<file path="config.mk">
export PLATFORM = sky130hd
export DESIGN_NAME = instruction_fetch_controller
export DESIGN_NICKNAME = d
export VERILOG_FILES = /design/src/rtl/instruction_fetch_controller_pkg.sv /design/src/rtl/instruction_fetch_controller_fetch_fifo.sv /design/src/rtl/instruction_fetch_controller.sv
export SDC_FILE = /design/constraint.sdc
export NUM_CORES = 1
export LEC_CHECK = 0
export ABC_AREA = 1
export BUFFER_PORTS_ARGS = -buffer_cell sky130_fd_sc_hd__buf_4
export CORE_MARGIN = 4
export CORE_UTILIZATION = 55
export CTS_CLUSTER_DIAMETER = 80
export DETAILED_ROUTE_END_ITERATION = 10
export PLACE_DENSITY = 0.77
export SLEW_MARGIN = 25
export SYNTH_ARGS = -nofsm -noshare
export SYNTH_HDL_FRONTEND = slang
export SYNTH_SLANG_ARGS = --single-unit
</file>
<file path="constraint.sdc">
create_clock -name inp_clk -period 3.94 [get_ports inp_clk]
set_input_delay 0.985 -clock inp_clk [delete_from_list [all_inputs] [get_ports inp_clk]]
set_output_delay 0.985 -clock inp_clk [all_outputs]
set_load 0.1 [all_outputs]
</file>
<file path="src/rtl/instruction_fetch_controller_pkg.sv">
// Shared widths, FSM encoding and prefetch entry layout for the RICS instruction fetch path.
package instruction_fetch_controller_pkg;

   localparam int INSTR_W        = 16;
   localparam int ADDR_W         = 16;
   localparam int LINE_W         = 64;
   localparam int WORDS_PER_LINE = 4;

   typedef enum logic [1:0] {
      S_IDLE = 2'd0,
      S_REQ  = 2'd1,
      S_WAIT = 2'd2
   } fetch_state_t;

   typedef struct packed {
      logic [ADDR_W-1:0]  pc;
      logic [INSTR_W-1:0] instr;
   } fetch_entry_t;

   function automatic logic [ADDR_W-1:0] line_of(input logic [ADDR_W-1:0] addr);
      return addr & ~ADDR_W'(7);
   endfunction

endpackage

</file>
<file path="src/rtl/instruction_fetch_controller_fetch_fifo.sv">
// Circular prefetch buffer of {pc,instr}: up to four parallel pushes and one pop per cycle.
// Head is visible the cycle after the push; sync flush empties it; callers guarantee room.
module instruction_fetch_controller_fetch_fifo
   import instruction_fetch_controller_pkg::*;
#(
   parameter  int DEPTH = 8,
   localparam int AW    = $clog2(DEPTH),
   localparam int CW    = AW + 1
) (
   input  logic                                  clk,
   input  logic                                  rst_n,
   input  logic                                  flush,
   input  logic [2:0]                            push_cnt,
   input  fetch_entry_t [WORDS_PER_LINE-1:0]     push_data,
   input  logic                                  pop,
   output fetch_entry_t                          head,
   output logic                                  empty,
   output logic [CW-1:0]                         count
);

   logic [AW-1:0] wr_ptr;
   logic [AW-1:0] rd_ptr;
   fetch_entry_t  mem [DEPTH];

   always_ff @(posedge clk or negedge rst_n) begin
      if (!rst_n) begin
         wr_ptr <= '0;
         rd_ptr <= '0;
         count  <= '0;
      end else if (flush) begin
         wr_ptr <= '0;
         rd_ptr <= '0;
         count  <= '0;
      end else begin
         if (pop) rd_ptr <= rd_ptr + AW'(1);
         wr_ptr <= wr_ptr + AW'(push_cnt);
         count  <= count + CW'(push_cnt) - CW'(pop);
      end
   end

   // Storage carries no reset; the head is masked while empty instead.
   always_ff @(posedge clk) begin
      if (!flush) begin
         for (int i = 0; i < WORDS_PER_LINE; i++) begin
            if (i < int'(push_cnt)) mem[wr_ptr + AW'(i)] <= push_data[i];
         end
      end
   end

   assign empty = (count == '0);
   assign head  = empty ? '0 : mem[rd_ptr];

   always_ff @(posedge clk) begin
      if (rst_n && !flush) begin
         assert (!(pop && empty));
         assert (({1'b0, count} + (CW+1)'(push_cnt) - (CW+1)'(pop)) <= (CW+1)'(DEPTH));
      end
   end

endmodule

</file>
<file path="src/rtl/instruction_fetch_controller.sv">
// Fetch sequencer: issues line addresses, splits returned lines into a prefetch FIFO feeding decode.
// First instruction appears 3+ cycles after REQ; decode stalls via inp_instr_ready, fetch idles when full.
module instruction_fetch_controller
   import instruction_fetch_controller_pkg::*;
#(
   parameter logic [ADDR_W-1:0] RESET_PC   = 16'd256,
   parameter int                FIFO_DEPTH = 8
) (
   input  logic                inp_clk,
   input  logic                inp_rst_n,
   output logic [ADDR_W-1:0]   out_mem_address,
   input  logic                inp_mem_valid,
   input  logic [LINE_W-1:0]   inp_mem_dataLine,
   input  logic                inp_branch_valid,
   input  logic [ADDR_W-1:0]   inp_branch_target,
   output logic                out_instr_valid,
   input  logic                inp_instr_ready,
   output logic [INSTR_W-1:0]  out_instr,
   output logic [ADDR_W-1:0]   out_pc,
   output logic                out_busy
);

   localparam int            CW      = $clog2(FIFO_DEPTH) + 1;
   localparam logic [CW-1:0] DEPTH_C = CW'(FIFO_DEPTH);
   localparam logic [CW-1:0] LINE_C  = CW'(WORDS_PER_LINE);

   fetch_state_t                       state, next_state;
   logic [ADDR_W-1:0]                  fetch_pc, fetch_pc_next;
   logic [ADDR_W-1:0]                  mem_addr, line_addr;
   logic                               busy_q;
   logic [1:0]                         skip, idx;
   logic                               capture, pop, fifo_empty;
   logic [2:0]                         push_cnt;
   fetch_entry_t [WORDS_PER_LINE-1:0]  push_data;
   fetch_entry_t                       head;
   logic [CW-1:0]                      count, free_now, free_after;

   assign skip      = fetch_pc[2:1];
   assign line_addr = line_of(fetch_pc);

   // A redirect cancels both the pop and any line captured in the same cycle.
   assign pop        = !fifo_empty && inp_instr_ready && !inp_branch_valid;
   assign capture    = (state == S_WAIT) && inp_mem_valid && !inp_branch_valid;
   assign push_cnt   = capture ? (3'd4 - {1'b0, skip}) : 3'd0;
   assign free_now   = DEPTH_C - (count - CW'(pop));
   assign free_after = free_now - CW'(push_cnt);

   always_comb begin
      push_data = '0;
      idx       = '0;
      for (int i = 0; i < WORDS_PER_LINE; i++) begin
         idx                = skip + 2'(i);
         push_data[i].pc    = line_addr + ADDR_W'({idx, 1'b0});
         push_data[i].instr = inp_mem_dataLine[{idx, 4'b0000} +: INSTR_W];
      end
   end

   always_ff @(posedge inp_clk or negedge inp_rst_n) begin
      if (!inp_rst_n) begin
         state    <= S_REQ;
         fetch_pc <= RESET_PC;
         mem_addr <= line_of(RESET_PC);
         busy_q   <= 1'b0;
      end else begin
         state    <= next_state;
         fetch_pc <= fetch_pc_next;
         if (next_state == S_REQ) mem_addr <= line_of(fetch_pc_next);
         busy_q   <= (next_state != S_IDLE);
      end
   end

   always_comb begin
      next_state    = state;
      fetch_pc_next = fetch_pc;
      if (inp_branch_valid) begin
         next_state    = S_REQ;
         fetch_pc_next = inp_branch_target & ~ADDR_W'(1);
      end else begin
         case (state)
            S_IDLE: if (free_now >= (LINE_C - CW'(skip))) next_state = S_REQ;
            S_REQ:  next_state = S_WAIT;
            S_WAIT: begin
               if (capture) begin
                  fetch_pc_next = line_addr + ADDR_W'(8);
                  next_state    = (free_after >= LINE_C) ? S_REQ : S_IDLE;
               end
            end
            default: next_state = S_REQ;
         endcase
      end
   end

   always_comb begin
      out_mem_address = mem_addr;
      out_busy        = busy_q;
      out_instr_valid = !fifo_empty;
      out_instr       = head.instr;
      out_pc          = head.pc;
   end

   instruction_fetch_controller_fetch_fifo #(.DEPTH(FIFO_DEPTH)) u_fifo (
      .clk       (inp_clk),
      .rst_n     (inp_rst_n),
      .flush     (inp_branch_valid),
      .push_cnt  (push_cnt),
      .push_data (push_data),
      .pop       (pop),
      .head      (head),
      .empty     (fifo_empty),
      .count     (count)
   );

endmodule

</file>
# Word-level counts from Yosys, hierarchy flattened
# Memory sizes are Yosys's and may differ from the RTL's.
# Cells that the tools add are included.
[classes]
n_addsub = 20
n_mul = 0
div = 0
order_cmp = 6
n_eq_ne = 3
shifts = 4
muxes = 26
n_bitwise = 0
reduce_logical = 13
[op_table]
columns = ["op", "count"]
rows = [
  ["$shiftx 64x7->16", 4],
  ["$add 16x3->16", 4],
  ["$mux 16", 3],
  ["$mux 32", 1],
  ["$add 16x4->16 const B", 1],
  ["$mux 1", 13],
  ["$mux 3", 4],
  ["$reduce_bool 2->1", 4],
  ["$sub 4x1->4", 2],
  ["$add 3x1->3 const B", 2],
  ["$add 3x2->3 const B", 2],
  ["$lt 1x3->1 const A", 2],
  ["$lt 2x3->1 const A", 2],
  ["$mux 2", 3],
  ["$pmux 2 s3", 1],
  ["$add 2x2->2 const B", 2],
  ["$add 4x3->4", 1],
  ["$eq 2x1->1 const B", 2],
  ["$ge 4x3->1 const B", 1],
  ["$ge 4x4->1", 1],
  ["$logic_and 1x1->1", 4],
  ["$logic_not 4->1", 1],
  ["$mux 4", 1],
  ["$sub 3x2->4 const A", 1],
  ["9 further kinds", 10],
]
[word_totals]
ff_bits = 42
latch_bits = 0
ramBits = 256
romBits = 0
input_bits = 85
out_inout_bits = 50
word_cells = 81
memories = 1
[mem_list]
columns = ["memory", "depth", "word_bits", "rd", "rd_clocked_by_memory_dff", "write_ports", "line", "text"]
rows = [
  ["u_fifo.mem", 8, 32, 1, 0, 4, "instruction_fetch_controller_fetch_fifo.sv:23", "fetch_entry_t mem [DEPTH];"],
]

# Logic depth before layout (Yosys ltp)
# Gate-level depths: netlist (run 1).
[depth]
word_depth = 13
mapped_depth = 23
depth_no_buf = 19

# Hierarchy
# Synthesis (run 1) repeated with hierarchy kept, for this count alone.
[unflattened]
cells_unflattened = 3698
hier_area_um2 = 24214.5
[by_module_without_submodules]
columns = ["mod", "instances", "cells_each", "area_per_inst_um2"]
rows = [
  ["instruction_fetch_controller_fetch_fifo", 1, 3221, 20990.1],
  ["instruction_fetch_controller", 1, 477, 3224.3],
]

# Worst setup path after synthesis (run 1)
# No wires, ideal clock.
[synth_path]
kind = "register to output"
start = "reg u_fifo.count[2]"
end = "out out_pc[10]"
arrival_time_ps = 3071
required_ps = 2955
path_slack_ps = -116
stages_incl_launch_ff = 6
n_path_buf = 1
cell_sequence = "dfrtp_1 nor2_1 nand3_1 clkbuf_1 o21ai_0 nor2_1"
[synth_via]
elab_chain_cells = 2
[synth_lines]
columns = ["item", "line", "text"]
rows = [
  ["start: declaration", "instruction_fetch_controller_fetch_fifo.sv:18", "output logic [CW-1:0] count"],
  ["start signal: assignment", "instruction_fetch_controller_fetch_fifo.sv:37", "count <= count + CW'(push_cnt) - CW'(pop);"],
  ["$logic_not 4->1", "instruction_fetch_controller_fetch_fifo.sv:50", "assign empty = (count == '0);"],
  ["$mux 32", "instruction_fetch_controller_fetch_fifo.sv:51", "assign head = empty ? '0 : mem[rd_ptr];"],
  ["end: declaration", "instruction_fetch_controller.sv:19", "output logic [ADDR_W-1:0] out_pc,"],
]
# Every way passes these cells.

# Final worst setup path (run 1)
[layout_path]
start = "reg u_fifo.rd_ptr[0]"
end = "out out_instr[5]"
[layout_via]
elab_chain_cells = 2
[layout_lines]
columns = ["item", "line", "text"]
rows = [
  ["start: declaration", "instruction_fetch_controller_fetch_fifo.sv:22", "logic [AW-1:0] rd_ptr;"],
  ["start signal: assignment", "instruction_fetch_controller_fetch_fifo.sv:35", "if (pop) rd_ptr <= rd_ptr + AW'(1);"],
  ["$mem_v2 8x32", "--", ""],
  ["$mux 32", "instruction_fetch_controller_fetch_fifo.sv:51", ""],
  ["end: declaration", "instruction_fetch_controller.sv:18", "output logic [INSTR_W-1:0] out_instr,"],
]
# Every way passes these cells.

==> results of run 1 <==
## cell usage after synthesis, drive strengths merged, types with 3 or more instances
cell	instances
nand2	709
nor2	402
nand3	384
edfxtp	248
o21ai	246
inv	199
clkbuf	96
buf	74
o32ai	62
a21oi	53
dfrtp	38
ha	20
xor2	14
nor3	12
o211ai	8
o21bai	8
and2	5
mux2i	5
xnor2	5
nand4	4
o22ai	4
dfstp	3
## critical path, delay by kind of cell (launching register included)
family,cells,cell delay (ns)
and+or+nand+nor,2,0.49
buffers and inverters,3,0.79
AOI/OAI and AO/OA,2,0.35
DFF,1,0.62
## logic make-up after synthesis
kind of cell    count (synthesis)
compound gates                384
xor+xnor                       19
fa+ha+maj                      22
buf+inv                       370
flops                         289
mux                             5
other cells                     1
simple gates                 1517
## power breakdown
group	switching (W)	total [W]	internal [W]	leakage (nW)
logic	0.00448	0.00585	0.00137	6.45
registers	0.000187	0.00374	0.00355	2.74
clock network	0.00124	0.00289	0.00166	0.503
## registers in the layout, indices dropped and copies added, names as in the netlist
register         count
fetch_pc            15
out_busy             1
out_mem_address     13
state                2
u_fifo.count         4
u_fifo.mem         248
u_fifo.rd_ptr        3
u_fifo.wr_ptr        3
## worst max path at each step
| stage | to | startpoint | slack, ns | depth (start not counted) |
|---|---|---|---|---|
| final | out_instr[5] | u_fifo.rd_ptr[0] | 0.1 | 7 |
| after global routing | out_pc[6] | u_fifo.rd_ptr[0] | 0.02 | 7 |
| after CTS | out_instr[3] | u_fifo.rd_ptr[0] | 0.004 | 7 |
| after detailed placement | out_mem_address[8] | inp_instr_ready | 0.30 | 18 |
| after global placement | out_mem_address[13] | inp_instr_ready | 0.44 | 17 |
| after floorplan | out_mem_address[13] | fetch_pc[2] | 0.20 | 22 |
## per-layer routing
metal	wire [um]	up-vias
li1	-	8898
met1	28500	9173
met2	31400	1426
met3	10200	235
met4	2910	6
met5	45	-
## area by class of cell
| cell class | instances | area, um2 |
|---|---|---|
| Fill cell | 2989 | 12000 |
| Clock buffer | 41 | 843 |
| Clock inverter | 17 | 179 |
| Tap cell | 448 | 561 |
| Sequential cell | 289 | 8490 |
| Multi-Input combinational cell | 1951 | 9160 |
| Inverter | 200 | 754 |
| Timing Repair Buffer | 226 | 1890 |
## stage by stage
step | total power (W) | utilization [%] | instance area, um2
finish | 0.0125 | 64.6 | 21900
global route | 0.0130 | 64.6 | 21900
CTS | 0.0123 | 64.4 | 21800
detailed placement | 0.00944 | 61.4 | 20800
global placement | 0.00934 | 61.4 | 20800
floorplan | 0.00780 | - | 19100
## what timing repair did
item,4_1_cts,5_1_grt
gates cloned,0,1
resized for setup,1,3
setup endpoints to repair,1,9
pin swaps,0,0
buffers inserted,0,1
==> metrics.md, run 1 <==
| Metric | Value |
|---|---|
| Hold_buf cts | `0` |
| Antenna Cells | `0` |
| Post-synth EDFFs | `between 200 and 250` |
| PD cells | `571 nW/um2` |
| R2R Setup Slk | `around 0.66 ns` |
| Outcome | `finished, final reports clean` |
| Async SR Flop Fraction | `between 10% and 20%` |
| Core footprint | `~34,000 um2` |
| Post-synth cell types | `44` |
| Syn Area/Cell | `between 7 and 8 um2` |
| WL/cell | `between 20 and 25 um` |
| Crit path kind | `flop to output port` |
| CTS tree | `done` |
| Initial Utilization | `a little under three fifths` |
| Worst-path cell chain | `clkinv_2, buf_16, nor2_1, o32ai_1, o21ai_0, nor2_1, buf_4` |
| Most frequent cells in the layout | `nand2_1, nand3_1, nor2_1` |
| Max cap viols | `0` |
| Layout cell share with drive strength beyond 1 | `between 10% and 20%` |
| Worst EP required | `just under 3 ns` |
| Area contributors post-synth | `edfxtp_1, nand2_1, nand3_1, nor2_1, o21ai_0` |
| I/O Buffers | `129` |
| CTS Root Buffer Type | `clkbuf_16` |
| Complex-gate fraction of the synthesized area | `around 12%` |
| Final setup fails | `0` |
| Area Overhead vs Synth | `14.5%` |
| Die Width | `194 um` |
| Total CTS buffers | `31` |
| RSZ-0062 raised after global routing | `false` |
| Die height | `just under 200 um` |
| Yosys warns | `0` |
| Crit path largest cell delay | `~0.62 ns` |
| VDD IR max | `1.01 mV` |
| Multiplexer share of the synthesized area | `less than 1%` |
| Reg-to-reg endpoint | `out_mem_address[8]` |
| Synthesized area | `19,100 um2` |
| Busiest grt layer | `met2` |
| Post-Synth Simple-Gate Area | `between 30% and 40%` |
| Most used DFF post-synth | `edfxtp_1` |
| Clk_skew | `0.0369 ns` |
| # H-tree levels | `1` |
| Synth area leader | `edfxtp_1` |
| Clk buf depth | `3` |
| Critical path endpoint category | `output port` |
| Post-route insts no fill | `about 3,200` |
| Clk slew on worst S/H paths | `around 0.06 ns` |
| Post-synthesis sequential area ratio | `approximately 44%` |
| Synth Register Bits | `a little under 300` |
| Fmax achieved | `approximately 260 MHz` |
| Met3 global-route usage | `a little over a tenth` |
| Final Cycle Share | `a little over nine tenths` |
| Number of DRC violations after detailed-routing iteration 0 | `between 2,000 and 3,000` |
| Slew HR | `between 20 and 30%` |
| Hold Crit Class | `primary input to async pin` |
| Crit path max fanout | `35` |
| Crit path time final | `roughly 3.8 ns` |
| First-pass GRT wire length | `about 110,000 um` |
| Most common cell after layout, fill and taps aside | `nand2_1` |
| CP most frequent cell | `nor2_1` |
| Setup crit start kind | `flop` |
| GRT Total Usage | `a little under two fifths` |
| R2R Path Start | `u_fifo.count[2]` |
| Vias | `around 20,000` |
| Yosys top cell area share | `about two fifths` |
| Io pins | `between 100 and 150` |
| Via/cell ratio | `between 6 and 7` |
| DPL Wire Length | `49,900 um` |
| Worst R2R Path Depth | `19` |
| Worst slew pin tran | `1.08 ns` |
| Mapped Cells | `2,607` |
| Leakage | `9.70 nW` |
| Final hold vios | `0` |
| Vias in the first global route | `~18,000` |
| Main combinational cell family by area after synthesis | `simple AND/OR/NAND/NOR gates` |
| CTS sink cnt | `289` |
| Arr. time, crit path | `2.86 ns` |
| Drt pass-1 iters | `6` |
| Latest clock arrival within the worst-skew pair | `~0.61 ns` |
| Placed cell count | `about 3,100` |
| Largest net degree at the start of global routing | `roughly 110` |
| WHS | `just under 0.4 ns` |
| Met1 GRT Util | `52.3%` |
| Final antenna-violating net count | `0` |
| Gr ovfl total | `0` |
| Fin Setup TNS | `0 ns` |
| Fin worst setup slack | `0.0989 ns` |
| DP Worst Slack | `approximately 0.30 ns` |
| Critical path's slowest cell | `dfrtp_4` |
| Die area | `37,800 um2` |
| XOR/XNOR Fraction of Synth Area | `0.910%` |
| Slew Viols, Final | `0` |
| Post-Synth Adder-Cell Area | `1.52%` |
| Met2 usage in global routing | `roughly 55%` |
| Drt drc | `0` |
| GP Congestion | `1.09` |
| Initial antenna violation count | `4` |
| Final nets | `approximately 2,800` |
| # rows | `67` |
| Drt total wl | `around 73,000 um` |
(Power assumes the default switching activity.)
==> inputs of run 2 (changes only) <==
--- a/config.mk
+++ b/config.mk
@@ -8,10 +8,10 @@
 export ABC_AREA = 1
 export BUFFER_PORTS_ARGS = -buffer_cell sky130_fd_sc_hd__buf_4
 export CORE_MARGIN = 4
-export CORE_UTILIZATION = 55
+export CORE_UTILIZATION = 45
 export CTS_CLUSTER_DIAMETER = 80
 export DETAILED_ROUTE_END_ITERATION = 10
-export PLACE_DENSITY = 0.77
+export PLACE_DENSITY = 0.65
 export SLEW_MARGIN = 25
 export SYNTH_ARGS = -nofsm -noshare
 export SYNTH_HDL_FRONTEND = slang
==> run 2 against run 1 <==
  * Design area up 0.65%
  * Non-clock buffer count up 1
  * Worst setup slack better by 0.025 ns
  * Sequential share of layout area down 0.25 points
  * Register-to-register slack better by 0.17 ns
  * Cell count up 3.0%
  * Worst hold slack better by 0.040 ns
  * Via count down 2.0%
  * Total power up 1.6%
  * Utilization down 12 points
  * Clock power up 8.7%
  * Critical endpoint is now out_instr[4]
  * Largest power group unchanged
==> metrics.md, run 2 (synthesis gave the netlist of run 1 again) <==
| Metric | Value |
|---|---|
| Critical path buffers and inverters | `2 (-1)` |
| Biggest register | `u_fifo.mem` |
| Clk buf depth | `3 (unchanged)` |
| Final setup fails | `0 (unchanged)` |
| Arr. time, crit path | `2.83 ns (-0.03 ns)` |
| Antenna Cells | `0 (unchanged)` |
| Wl on met1 | `32,400 um (+14%)` |
| Worst-path cell chain | `buf_12, nor2_1, o32ai_1, o21ai_0, nor2_1, buf_4` |
| CTS sink cnt | `289 (unchanged)` |
| GP Congestion | `1.03 (-5.5%)` |
| CP most frequent cell | `nor2_1` |
| Layout cell share with drive strength beyond 1 | `12.8% (+0.13 points)` |
| # H-tree levels | `2 (+1)` |
| First-pass GRT wire length | `113,000 um (+3.7%)` |
| Worst slew pin tran | `1.06 ns (-0.0180 ns)` |
| Vias | `19,300 (-2.0%)` |
| Final nets | `2,811 (+0.18%)` |
| Initial antenna violation count | `4 (unchanged)` |
| Outcome | `finished, final reports clean` |
| Wire length on met2 | `32,700 um (+4.0%)` |
| Drt total wl | `75,300 um (+3.1%)` |
| Fmax achieved | `262 MHz (+0.65%)` |
| DPL Wire Length | `52,200 um (+4.7%)` |
| Worst EP required | `2.95 ns (about the same)` |
| Crit path max fanout | `127 (+260%)` |
| Max cap viols | `0 (unchanged)` |
| RSZ-0062 raised after global routing | `false` |
| Gr ovfl total | `0 (unchanged)` |
| Drt drc | `0 (unchanged)` |
| Total CTS buffers | `35 (+13%)` |
| Largest register FFs | `248 (unchanged)` |
| Die Width | `214 um (+10%)` |
| Core footprint | `41,900 um2 (+24%)` |
| Met3 WL | `7660 um (-25%)` |
| I/O Buffers | `129 (unchanged)` |
| Die height | `214 um (+10%)` |
| CTS Root Buffer Type | `clkbuf_16` |
| R2R Setup Slk | `0.83 ns (+0.17 ns)` |
| Initial Utilization | `45.5% (-11 points)` |
| GRT Total Usage | `31.7% (-5.3 points)` |
| Die area | `45,800 um2 (+21%)` |
| Fin Setup TNS | `0 ns (unchanged)` |
| Final Cycle Share | `96.9% (-0.63 points)` |
| Hold Crit Class | `primary input to async pin` |
| Via/cell ratio | `5.92 (-4.8%)` |
| Clk_skew | `0.0213 ns (-0.0156 ns)` |
| Slew HR | `29.0% (+1.2 points)` |
| Fin worst setup slack | `0.124 ns (+0.0247 ns)` |
| Largest net degree at the start of global routing | `128 (+20%)` |
| WL/cell | `23.0 um (+0.14%)` |
| # rows | `75 (+12%)` |
| Critical path endpoint category | `output port` |
| Latest clock arrival within the worst-skew pair | `0.54 ns (-0.07 ns)` |
| Tot Pwr | `0.0127 W (+1.6%)` |
| DR top layer | `met5` |
| VDD IR max | `0.527 mV (-48%)` |
| DP Worst Slack | `0.309 ns (+0.00940 ns)` |
| Number of DRC violations after detailed-routing iteration 0 | `2,658 (-5.4%)` |
| Clk slew on worst S/H paths | `0.06 ns (about the same)` |
| Final antenna-violating net count | `0 (unchanged)` |
| Most common cell after layout, fill and taps aside | `nand2_1` |
| Crit path time final | `3.82 ns (-0.0247 ns)` |
| PD cells | `576 nW/um2 (+0.91%)` |
| Drt pass-1 iters | `6 (unchanged)` |
| CP delay by family, top | `buffers and inverters` |
| Critical path's slowest cell | `nor2_1` |
| CTS tree | `done` |
| Crit path kind | `flop to output port` |
| Io pins | `135 (unchanged)` |
| Leakage | `9.73 nW (+0.32%)` |
| # Post-CTS Setup Buffers | `0 (unchanged)` |
| Vias in the first global route | `18,100 (+0.87%)` |
| Final hold vios | `0 (unchanged)` |
| Most frequent cells in the layout | `nand2_1, nand3_1, nor2_1` |
| Setup crit start kind | `flop` |
| Slew Viols, Final | `0 (unchanged)` |
| Area Overhead vs Synth | `15.2%` |
| Crit path largest cell delay | `0.44 ns (-0.18 ns)` |
run 2: changes by cell type in the layout (fill, tap and decap cells not counted), sizes merged:
cell	change
buf	+2
bufinv	-1
clkbuf	+10
clkinv	-8
clkinvlp	+1
inv	-1
run 2: worst reg2reg max path: cells and delay by family (launching register included):
family / cells / cell delay [ns]
buf+inv: 3 / 0.19
compound gates: 1 / 0.19
flops: 1 / 0.39
fa+ha+maj: 3 / 0.72
simple gates: 12 / 1.55
run 2: path summary, 6_finish.rpt:
| path | startpoint | endpoint | depth (start not counted) |
|---|---|---|---|
| hold reg to reg | out_mem_address[8] | out_mem_address[8] | 2 |
| setup / recovery | u_fifo.rd_ptr[0] | out_instr[4] | 6 |
| min in group inp_clk | out_mem_address[8] | out_mem_address[8] | 2 |
| hold / removal | inp_rst_n | out_mem_address[15] | 1 |
| setup reg to reg | u_fifo.count[2] | out_mem_address[11] | 19 |
| max in group asynchronous | inp_rst_n | u_fifo.rd_ptr[1] | 1 |
run 2: power breakdown:
part / leakage (nW) / internal, W / switching (W)
Combinational: 6.45 / 0.00135 / 0.00448
Clock: 0.539 / 0.00186 / 0.00128
Sequential: 2.74 / 0.00355 / 0.000156
run 2: per-stage QoR:
step                      instances  util, %  instance area [um2]  hold WS [ns]
final                          3266     52.5                22000         0.431
after global routing           3266     52.5                22000         0.467
after CTS                      3265     52.4                22000         0.424
after detailed placement       3205     49.7                20900         0.494
after global placement         3205     49.7                20900         0.482
after floorplan                2610        -                19100         0.550
run 2: final cells by class:
cell class	count	area [um2]
clock inverters	8	98.8
clock buffers	52	1010
well taps	539	674
multi-input cells	1951	9160
fillers	4007	19900
inverters	200	754
repair buffers	227	1830
flip-flops and latches	289	8490
run 2: metal layers:
layer	vias to the layer above	track usage, %
li1	8902	-
met1	9181	46.5
met2	1095	47.4
met3	161	6.36
met4	4	10.4
met5	-	0
run 2: timing repair:
action,in CTS,in global routing
setup endpoints to repair,0,5
hold buffers,0,0
gates resized for setup,0,3
